$ cat src/rtl/rnn_mvm_engine.sv
// Matrix-vector multiply engine: y = act(sat((W*x) >>> FRAC)), one MAC per clock,
// loaded and read back through a 32-bit word-addressed slave port.
module rnn_mvm_engine #(
    parameter int unsigned ROWS = 4,
    parameter int unsigned COLS = 4,
    parameter int unsigned FRAC = 8
) (
    input  logic        clk,
    input  logic        rst_n,
    input  logic        read,
    input  logic        write,
    input  logic [31:0] addr,
    input  logic [31:0] data_in,
    output logic [31:0] data_out
);

    localparam int unsigned AW = 32 + $clog2(COLS) + 1;
    localparam int unsigned RW = (ROWS > 1) ? $clog2(ROWS) : 1;
    localparam int unsigned CW = (COLS > 1) ? $clog2(COLS) : 1;
    localparam logic signed [AW-1:0] SAT_MAX = AW'(32'sd32767);
    localparam logic signed [AW-1:0] SAT_MIN = AW'(-32'sd32768);
    localparam int HT_MAX = 1 << FRAC;

    typedef enum logic [1:0] {IDLE, MAC, WB} state_t;

    state_t state_q, state_d;

    logic signed [15:0]   w_q [ROWS][COLS];
    logic signed [15:0]   x_q [COLS];
    logic signed [15:0]   y_q [ROWS];
    logic signed [AW-1:0] acc_q;
    logic [RW-1:0]        r_q;
    logic [RW-1:0]        ptr_q;
    logic [CW-1:0]        c_q;
    logic [1:0]           mode_q;
    logic                 done_q;

    logic                 busy_c, start_c, mac_en_c, wb_en_c, last_col_c, last_row_c;
    logic                 wr_ctrl_c, wr_vec_c, wr_mat_c, wr_ptr_c, wr_mode_c, rd_ptr_c;
    logic signed [31:0]   prod_c;
    logic signed [AW-1:0] shifted_c;
    logic signed [15:0]   sat_c;
    logic signed [31:0]   sat_ext_c;
    logic signed [15:0]   act_c;
    logic [31:0]          rdata_c;

    // Bus decode; range checks for vector/matrix/pointer targets live here.
    always_comb begin
        wr_ctrl_c = write && (addr == 32'd0);
        wr_vec_c  = write && (addr == 32'd1) && (32'(data_in[31:16]) < COLS);
        wr_mat_c  = write && (addr == 32'd2) && (32'(data_in[31:24]) < ROWS)
                          && (32'(data_in[23:16]) < COLS);
        wr_ptr_c  = write && (addr == 32'd3) && (32'(data_in[7:0]) < ROWS);
        wr_mode_c = write && (addr == 32'd4);
        rd_ptr_c  = read  && (addr == 32'd3);
    end

    // Sequencer state register.
    always_ff @(posedge clk or negedge rst_n) begin
        if (!rst_n) state_q <= IDLE;
        else        state_q <= state_d;
    end

    // Sequencer next state and step enables; start is only honoured from IDLE.
    always_comb begin
        state_d    = state_q;
        busy_c     = (state_q != IDLE);
        start_c    = 1'b0;
        mac_en_c   = 1'b0;
        wb_en_c    = 1'b0;
        last_col_c = (c_q == CW'(COLS - 1));
        last_row_c = (r_q == RW'(ROWS - 1));
        case (state_q)
            IDLE: begin
                start_c = wr_ctrl_c && data_in[0];
                if (start_c) state_d = MAC;
            end
            MAC: begin
                mac_en_c = 1'b1;
                if (last_col_c) state_d = WB;
            end
            WB: begin
                wb_en_c = 1'b1;
                state_d = last_row_c ? IDLE : MAC;
            end
            default: state_d = IDLE;
        endcase
    end

    // Product, scaling, saturation and activation of the accumulated row.
    always_comb begin
        prod_c    = 32'(w_q[r_q][c_q]) * 32'(x_q[c_q]);
        shifted_c = acc_q >>> FRAC;
        if (shifted_c > SAT_MAX)      sat_c = 16'sh7fff;
        else if (shifted_c < SAT_MIN) sat_c = 16'sh8000;
        else                          sat_c = 16'(shifted_c);
        sat_ext_c = 32'(sat_c);
        act_c     = sat_c;
        case (mode_q)
            2'b01: if (sat_c < 16'sd0) act_c = 16'sd0;
            2'b10: begin
                if (sat_ext_c > HT_MAX)       act_c = 16'(HT_MAX);
                else if (sat_ext_c < -HT_MAX) act_c = 16'(-HT_MAX);
            end
            default: act_c = sat_c;
        endcase
    end

    // Read mux; y is sign-extended to the bus width.
    always_comb begin
        rdata_c = '0;
        case (addr)
            32'd0:   rdata_c = {30'b0, done_q, busy_c};
            32'd3:   rdata_c = 32'(y_q[ptr_q]);
            32'd4:   rdata_c = {30'b0, mode_q};
            default: rdata_c = '0;
        endcase
    end

    // Compute datapath: accumulator, row/column counters, result write-back, done flag.
    always_ff @(posedge clk or negedge rst_n) begin
        if (!rst_n) begin
            acc_q  <= '0;
            r_q    <= '0;
            c_q    <= '0;
            done_q <= 1'b0;
            for (int i = 0; i < ROWS; i++) y_q[i] <= '0;
        end else begin
            if (start_c) begin
                acc_q  <= '0;
                r_q    <= '0;
                c_q    <= '0;
                done_q <= 1'b0;
            end else if (wr_ctrl_c && data_in[1]) begin
                done_q <= 1'b0;
            end
            if (mac_en_c) begin
                acc_q <= acc_q + AW'(prod_c);
                c_q   <= last_col_c ? '0 : c_q + CW'(1);
            end
            if (wb_en_c) begin
                y_q[r_q] <= act_c;
                acc_q    <= '0;
                c_q      <= '0;
                if (last_row_c) done_q <= 1'b1;
                else            r_q    <= r_q + RW'(1);
            end
        end
    end

    // Operand stores and mode; frozen while a computation is running.
    always_ff @(posedge clk or negedge rst_n) begin
        if (!rst_n) begin
            mode_q <= '0;
            for (int j = 0; j < COLS; j++) x_q[j] <= '0;
            for (int i = 0; i < ROWS; i++)
                for (int j = 0; j < COLS; j++) w_q[i][j] <= '0;
        end else if (!busy_c) begin
            if (wr_vec_c)  x_q[CW'(data_in[31:16])] <= data_in[15:0];
            if (wr_mat_c)  w_q[RW'(data_in[31:24])][CW'(data_in[23:16])] <= data_in[15:0];
            if (wr_mode_c) mode_q <= data_in[1:0];
        end
    end

    // Result window pointer and registered read data; a pointer write beats the increment.
    always_ff @(posedge clk or negedge rst_n) begin
        if (!rst_n) begin
            ptr_q    <= '0;
            data_out <= '0;
        end else begin
            if (wr_ptr_c)      ptr_q <= RW'(data_in[7:0]);
            else if (rd_ptr_c) ptr_q <= (ptr_q == RW'(ROWS - 1)) ? '0 : ptr_q + RW'(1);
            if (read) data_out <= rdata_c;
        end
    end

endmodule
$ cat config.mk
export PLATFORM = sky130hd
export DESIGN_NAME = rnn_mvm_engine
export DESIGN_NICKNAME = d
export VERILOG_FILES = /design/src/rtl/rnn_mvm_engine.sv
export SDC_FILE = /design/constraint.sdc
export NUM_CORES = 2
export LEC_CHECK = 0
export BUFFER_PORTS_ARGS = -buffer_cell sky130_fd_sc_hd__buf_2
export CAP_MARGIN = 30
export CORE_AREA = 2 2 304 306
export DETAILED_ROUTE_END_ITERATION = 10
export DIE_AREA = 0 0 306 308
export SLEW_MARGIN = 20
export SYNTH_ARGS = -nofsm -noshare
export SYNTH_HDL_FRONTEND = slang
export SYNTH_SLANG_ARGS = --single-unit
$ cat constraint.sdc
create_clock -name clk -period 9.45 [get_ports clk]
set_clock_uncertainty 0.1 [all_clocks]
set_input_delay 0.945 -clock clk [delete_from_list [all_inputs] [get_ports clk]]
set_output_delay 0.945 -clock clk [all_outputs]
set_load 0.01 [all_outputs]
After elaboration in Yosys (flattened, before gate mapping)
Cells that the tools add are included.

storage, ports and cells
  input port bits = 68
  register bits after elaboration = 462

cells by class
  bitwise gates (word level) = 6
  equal/unequal tests = 13
  reductions and logical operators = 24
  muxes and demuxes = 52
  $mul = 1
  add/sub/neg operators = 4
  order comparisons = 17

operators with widths
  operator                                                       number
  bitwise mux 256 bit                                            1
  two-way mux 16 bit                                             13
  two-way mux 64 bit                                             3
  binary-select mux 64 bit (select 2 bit)                        1
  bitwise mux 64 bit                                             2
  demux 64 bit (select 2 bit)                                    1
  two-way mux 35 bit                                             3
  binary-select mux 16 bit (select 2 bit)                        3
  case mux 32 bit (3 select lines)                               1
  demux 16 bit (select 2 bit)                                    2
  equality test 32 x 2 -> 1 bit (second input constant)          2
  adder 35 x 32 -> 35 bit                                        1
  equality test 32 x 1 -> 1 bit (second input constant)          1
  equality test 32 x 3 -> 1 bit (second input constant)          1
  logical NOT 32 bit                                             1
  multiplier 16 x 16 -> 32 bit                                   1
  case mux 16 bit (2 select lines)                               1
  > comparator 27 x 16 -> 1 bit (second input constant)          1
  less-than comparator 27 x 16 -> 1 bit (second input constant)  1
  less-than comparator 8 x 3 -> 1 bit (second input constant)    3
  two-way mux 2 bit                                              12
  > comparator 16 x 10 -> 1 bit (second input constant)          1
  less-than comparator 16 x 1 -> 1 bit (second input constant)   1
  less-than comparator 16 x 3 -> 1 bit (second input constant)   1
  16 further kinds                                               59

Depth between registers and ports, before layout
  depth after elaboration = 11
  depth in mapped cells = 31

Worst setup path after synthesis
Ideal clock, no wire load.

  path type = register -> register
  from = register r_q[0]
  to = register acc_q[31]
  arrival time = 7,682 ps
  required time = 9,228 ps
  slack = 1,547 ps
  setup time = 122 ps
  period minus slack after synthesis = 7,903 ps
  stages on the path, launching flop included = 30
  path through = dfrtp_1 buf_2 buf_6 buf_2 buf_2 mux4_2 mux2i_1 nand2_1 o21ai_1 nor2_1 fa_1 inv_1 fa_1 fa_1 inv_1 fa_1 fa_1 inv_1 fa_1 inv_1 ha_1 a21o_1 a21o_1 a2111oi_2 or2_1 o21ai_2 a21oi_2 o21ai_1 or3_1 a32o_1

on the way
  cells in the longest elaborated chain, start to end = 11

RTL lines
  what                                                   line  source
  start: declaration                                     32    logic [RW-1:0] r_q;
  start signal: assignment                               146   else r_q <= r_q + RW'(1);
  NOT 2 -> 3 bit (not written as such)                   92    prod_c = 32'(w_q[r_q][c_q]) * 32'(x_q[c_q]);
  binary-select mux 64 bit (select 2 bit)                92
  two-way mux 64 bit (not written as such) (2 in a row)  92
  binary-select mux 16 bit (select 2 bit)                92
  two-way mux 16 bit (not written as such) (2 in a row)  92
  multiplier 16 x 16 -> 32 bit                           92
  adder 35 x 32 -> 35 bit                                138   acc_q <= acc_q + AW'(prod_c);
  two-way mux 35 bit                                     137   if (mac_en_c) begin
  two-way mux 35 bit                                     141   if (wb_en_c) begin
  end signal: assignment                                 138
  end: declaration                                       31    logic signed [AW-1:0] acc_q;

Every way passes these cells. The select of a mux whose other input is x is not followed.
A chain may end at the register's enable or synchronous reset.

Worst setup path in the final report
Ends and elaborated chain as after synthesis.

==> results.sh <==
export IMPL_avgViaCountPerCell=4.96
export IMPL_synthArstFlopShare_pct=100
export IMPL_yosysTopAreaCell="dfrtp_1"
export IMPL_critPathMostFrequentCell="fa_1"
export IMPL_antenna_violations_before_repair=2
export IMPL_detail_route_drc_violations=0
export IMPL_max_root_sink_buffers=3
export IMPL_post_cts_setup_buffers=0
export IMPL_max_cap_violations=0
export IMPL_worstPathMaxFanout=41
export IMPL_ys_ff_latch=446
export IMPL_worst_slew_margin_rel_pct=34.1
export IMPL_synth_cells=2737
export IMPL_routed_wire_length_per_instance_um=18.7
export IMPL_fillCellCount=8741
export IMPL_worst_endpoint_arrival_ns=8.99
export IMPL_synth_edf_count=0
export IMPL_placement_io_buffers=99
export IMPL_regArea_um2=11200
export IMPL_tightestPinTransition_ns=0.975
export IMPL_post_dp_cell_area_um2=33300
export IMPL_drt_pre_antenna_iters=5
export IMPL_synth_area_um2=31700
export IMPL_worst_ep_required_time_ns=9.85
export IMPL_yosys_warnings=0
export IMPL_leakagePower_nw=17.5
export IMPL_syn2layout_area_growth_pct=10.4
export IMPL_fin_tns_setup_ns=0
export IMPL_synth_distinct_cells=78
export IMPL_grt_overflow_total=0
export IMPL_final_design_area_no_fill_um2=35000
export IMPL_tritoncts="yes"
export IMPL_multiInputGateArea_um2=18100
export IMPL_holdBufCountCts=0
export IMPL_cp_num_buf_inv=6
export IMPL_final_cell_count_no_fill=3995
export IMPL_design_core_area_um2=91000
export IMPL_vdd_ir_drop_worst_uv=134
export IMPL_placementRows=111
export IMPL_final_min_clock_period_ns=8.59
export IMPL_timing_critical_path_max_delay_family="adder cells"
export IMPL_design_portCount=100
export IMPL_synth_fp_nets=3228
export IMPL_grt_start_max_net_pins=152
export IMPL_globalRouteTotalUtil_pct=16.4
export IMPL_routed_wirelength_um=74800
export IMPL_pwr_dens_nw_per_um2=112
export IMPL_cts_buffers_inserted=48
export IMPL_insertion_delay_ns=0.61
export IMPL_worst_setup_hold_path_clk_slew_ns=0.06
export IMPL_report_final_slew_viol_count=0
export IMPL_overall_die_area_um2=94200
export IMPL_dieWidth_um=306
export IMPL_postSynth_topFlopCell="dfrtp_1"
export IMPL_routed_via_count=19800
export IMPL_synth_top_cells_by_count="446 x dfrtp_1, 418 x inv_1, 336 x mux2_2, 310 x fa_1, 253 x nand2_1"
export IMPL_synth_avg_cell_area_um2=11.6
export IMPL_first_global_vias=21000
export IMPL_place_hpwl_um=55000
export IMPL_grt_setup_unrepaired="no"
export IMPL_clock_sinks=446
export IMPL_final_hold_viol_count=0
export IMPL_report_final_setup_viol=0
export IMPL_synth_yosys_seq_area_share_pct=35.3
export IMPL_post_synth_top_area_fraction_pct=35.3
export IMPL_final_core_util_pct=38.4
export IMPL_max_stage_delay_ns=1.01
export IMPL_placed_cells=3907
export IMPL_setup_worst_path_class="register to register"
export IMPL_fin_worst_hold_slack_ns=0.284
export IMPL_cp_start_kind="register"
export IMPL_die_h_um=308
export IMPL_root_buffer="clkbuf_16"
export IMPL_worstSetupEndpointType="register"
export IMPL_cts_htree_levels=2
export IMPL_max_freq_ghz=0.116
export IMPL_layout_drive_gt1_share_pct=25.2
export IMPL_hold_path_class="input pin to async pin"
export IMPL_grt_pass1_wl_um=122000
export IMPL_timing_final_crit_share_pct=90.9
export IMPL_antenna_violating_nets_post_route=0
export IMPL_cts_resized=0
export IMPL_post_synth_top_count_cell="dfrtp_1"
export IMPL_post_synth_main_area_contributors="dfrtp_1 35%, fa_1 20%, mux2_2 12%"
export IMPL_cp_slowest_cell="dfrtp_4"
export IMPL_run_status="complete, no violations"
export IMPL_start_util_pct=34.8
export IMPL_drtIter0Drc=1072
export IMPL_routabilityCongestion=0.910
export IMPL_design_final_nets=3263
## worst reg2reg max path: cells and delay by family (launching register included)
kind | cells | cell delay [ns]
DFF | 1 | 1.01
and+or+nand+nor | 3 | 0.64
AOI/OAI and AO/OA | 8 | 1.80
adders and majority gates | 7 | 3.30
buffers and inverters | 6 | 0.83
muxes | 2 | 0.83
## layout by cell type (no fill, tap or decap), drive strengths merged, types with 4 or more instances in the layout
master / instances
nor2b: 12
clkinv: 9
xor2: 15
mux4: 97
or2: 8
or3: 5
mux2i: 15
and3: 6
or4: 4
clkbuf: 68
o21bai: 5
clkinvlp: 4
nand2b: 5
xnor2: 19
inv: 421
a211oi: 6
o22ai: 4
a21oi: 43
ha: 113
nor4: 15
and2: 10
o21a: 11
a31oi: 5
nand4: 6
buf: 148
a21o: 12
nand3: 31
a32o: 5
o31ai: 13
mux2: 336
dfrtp: 446
o21ai: 143
a22o: 9
fa: 310
nand2: 259
nor2: 150
nor3: 9
## kinds of logic after synthesis
group           synth area share [%]
mux                             19.3
flops                           35.3
compound gates                  5.43
simple gates                    7.50
fa+ha+maj                       24.1
xor+xnor                       0.941
buf+inv                         7.48
## stage by stage
step | worst slack, ns | power, mW
after global placement | 0.882 | 2.04
after detailed placement | 0.784 | 2.04
after floorplan | 1.55 | 1.97
after CTS | 0.791 | 3.96
final | 0.858 | 3.91
after global routing | 0.370 | 4.05
## registers in the layout, indices dropped and copies added, names as in the netlist
| name | cells |
|---|---|
| data_out | 16 |
| y_q | 64 |
| ptr_q | 2 |
| acc_q | 35 |
| c_q | 2 |
| mode_q | 2 |
| done_q | 1 |
| state_q | 2 |
| x_q | 64 |
| w_q | 256 |
| r_q | 2 |
## metal layers
metal  routed length, µm  global-route usage (%)
met1               34700                    22.3
met2               35600                    27.5
met3                2650                    2.14
met4                1810                    4.34
met5                  23                       0
## cell type report
| class | count | share of cell area [%] |
|---|---|---|
| Timing Repair Buffer | 148 | 2.84 |
| Tap cell | 1186 | 4.24 |
| Clock buffer | 68 | 3.94 |
| Antenna cell | 1 | 0.00716 |
| Multi-Input combinational cell | 1709 | 51.9 |
| Inverter | 419 | 4.50 |
| Clock inverter | 18 | 0.644 |
| Sequential cell | 446 | 31.9 |
## final timing paths
kind | from | endpoint | slack (ns) | depth (start not counted)
worst max-delay path | r_q[0] | acc_q[31] | 0.86 | 26
worst max register to register | r_q[0] | acc_q[31] | 0.86 | 26
max in group asynchronous | rst_n | w_q[77] | 6.80 | 3
worst min-delay path | rst_n | data_out[1] | 0.28 | 1
worst min register to register | y_q[54] | y_q[54] | 0.38 | 2
min in group clk | y_q[54] | y_q[54] | 0.38 | 2
## report_power, final
group / switching, mW / leakage [nW] / total, mW / internal, mW
combinational: 0.0714 / 10.5 / 0.0882 / 0.0168
clock: 0.811 / 0.775 / 1.91 / 1.10
sequential: 0.00000000914 / 6.20 / 1.91 / 1.91
No activity file was read; power rests on OpenSTA's default activity.
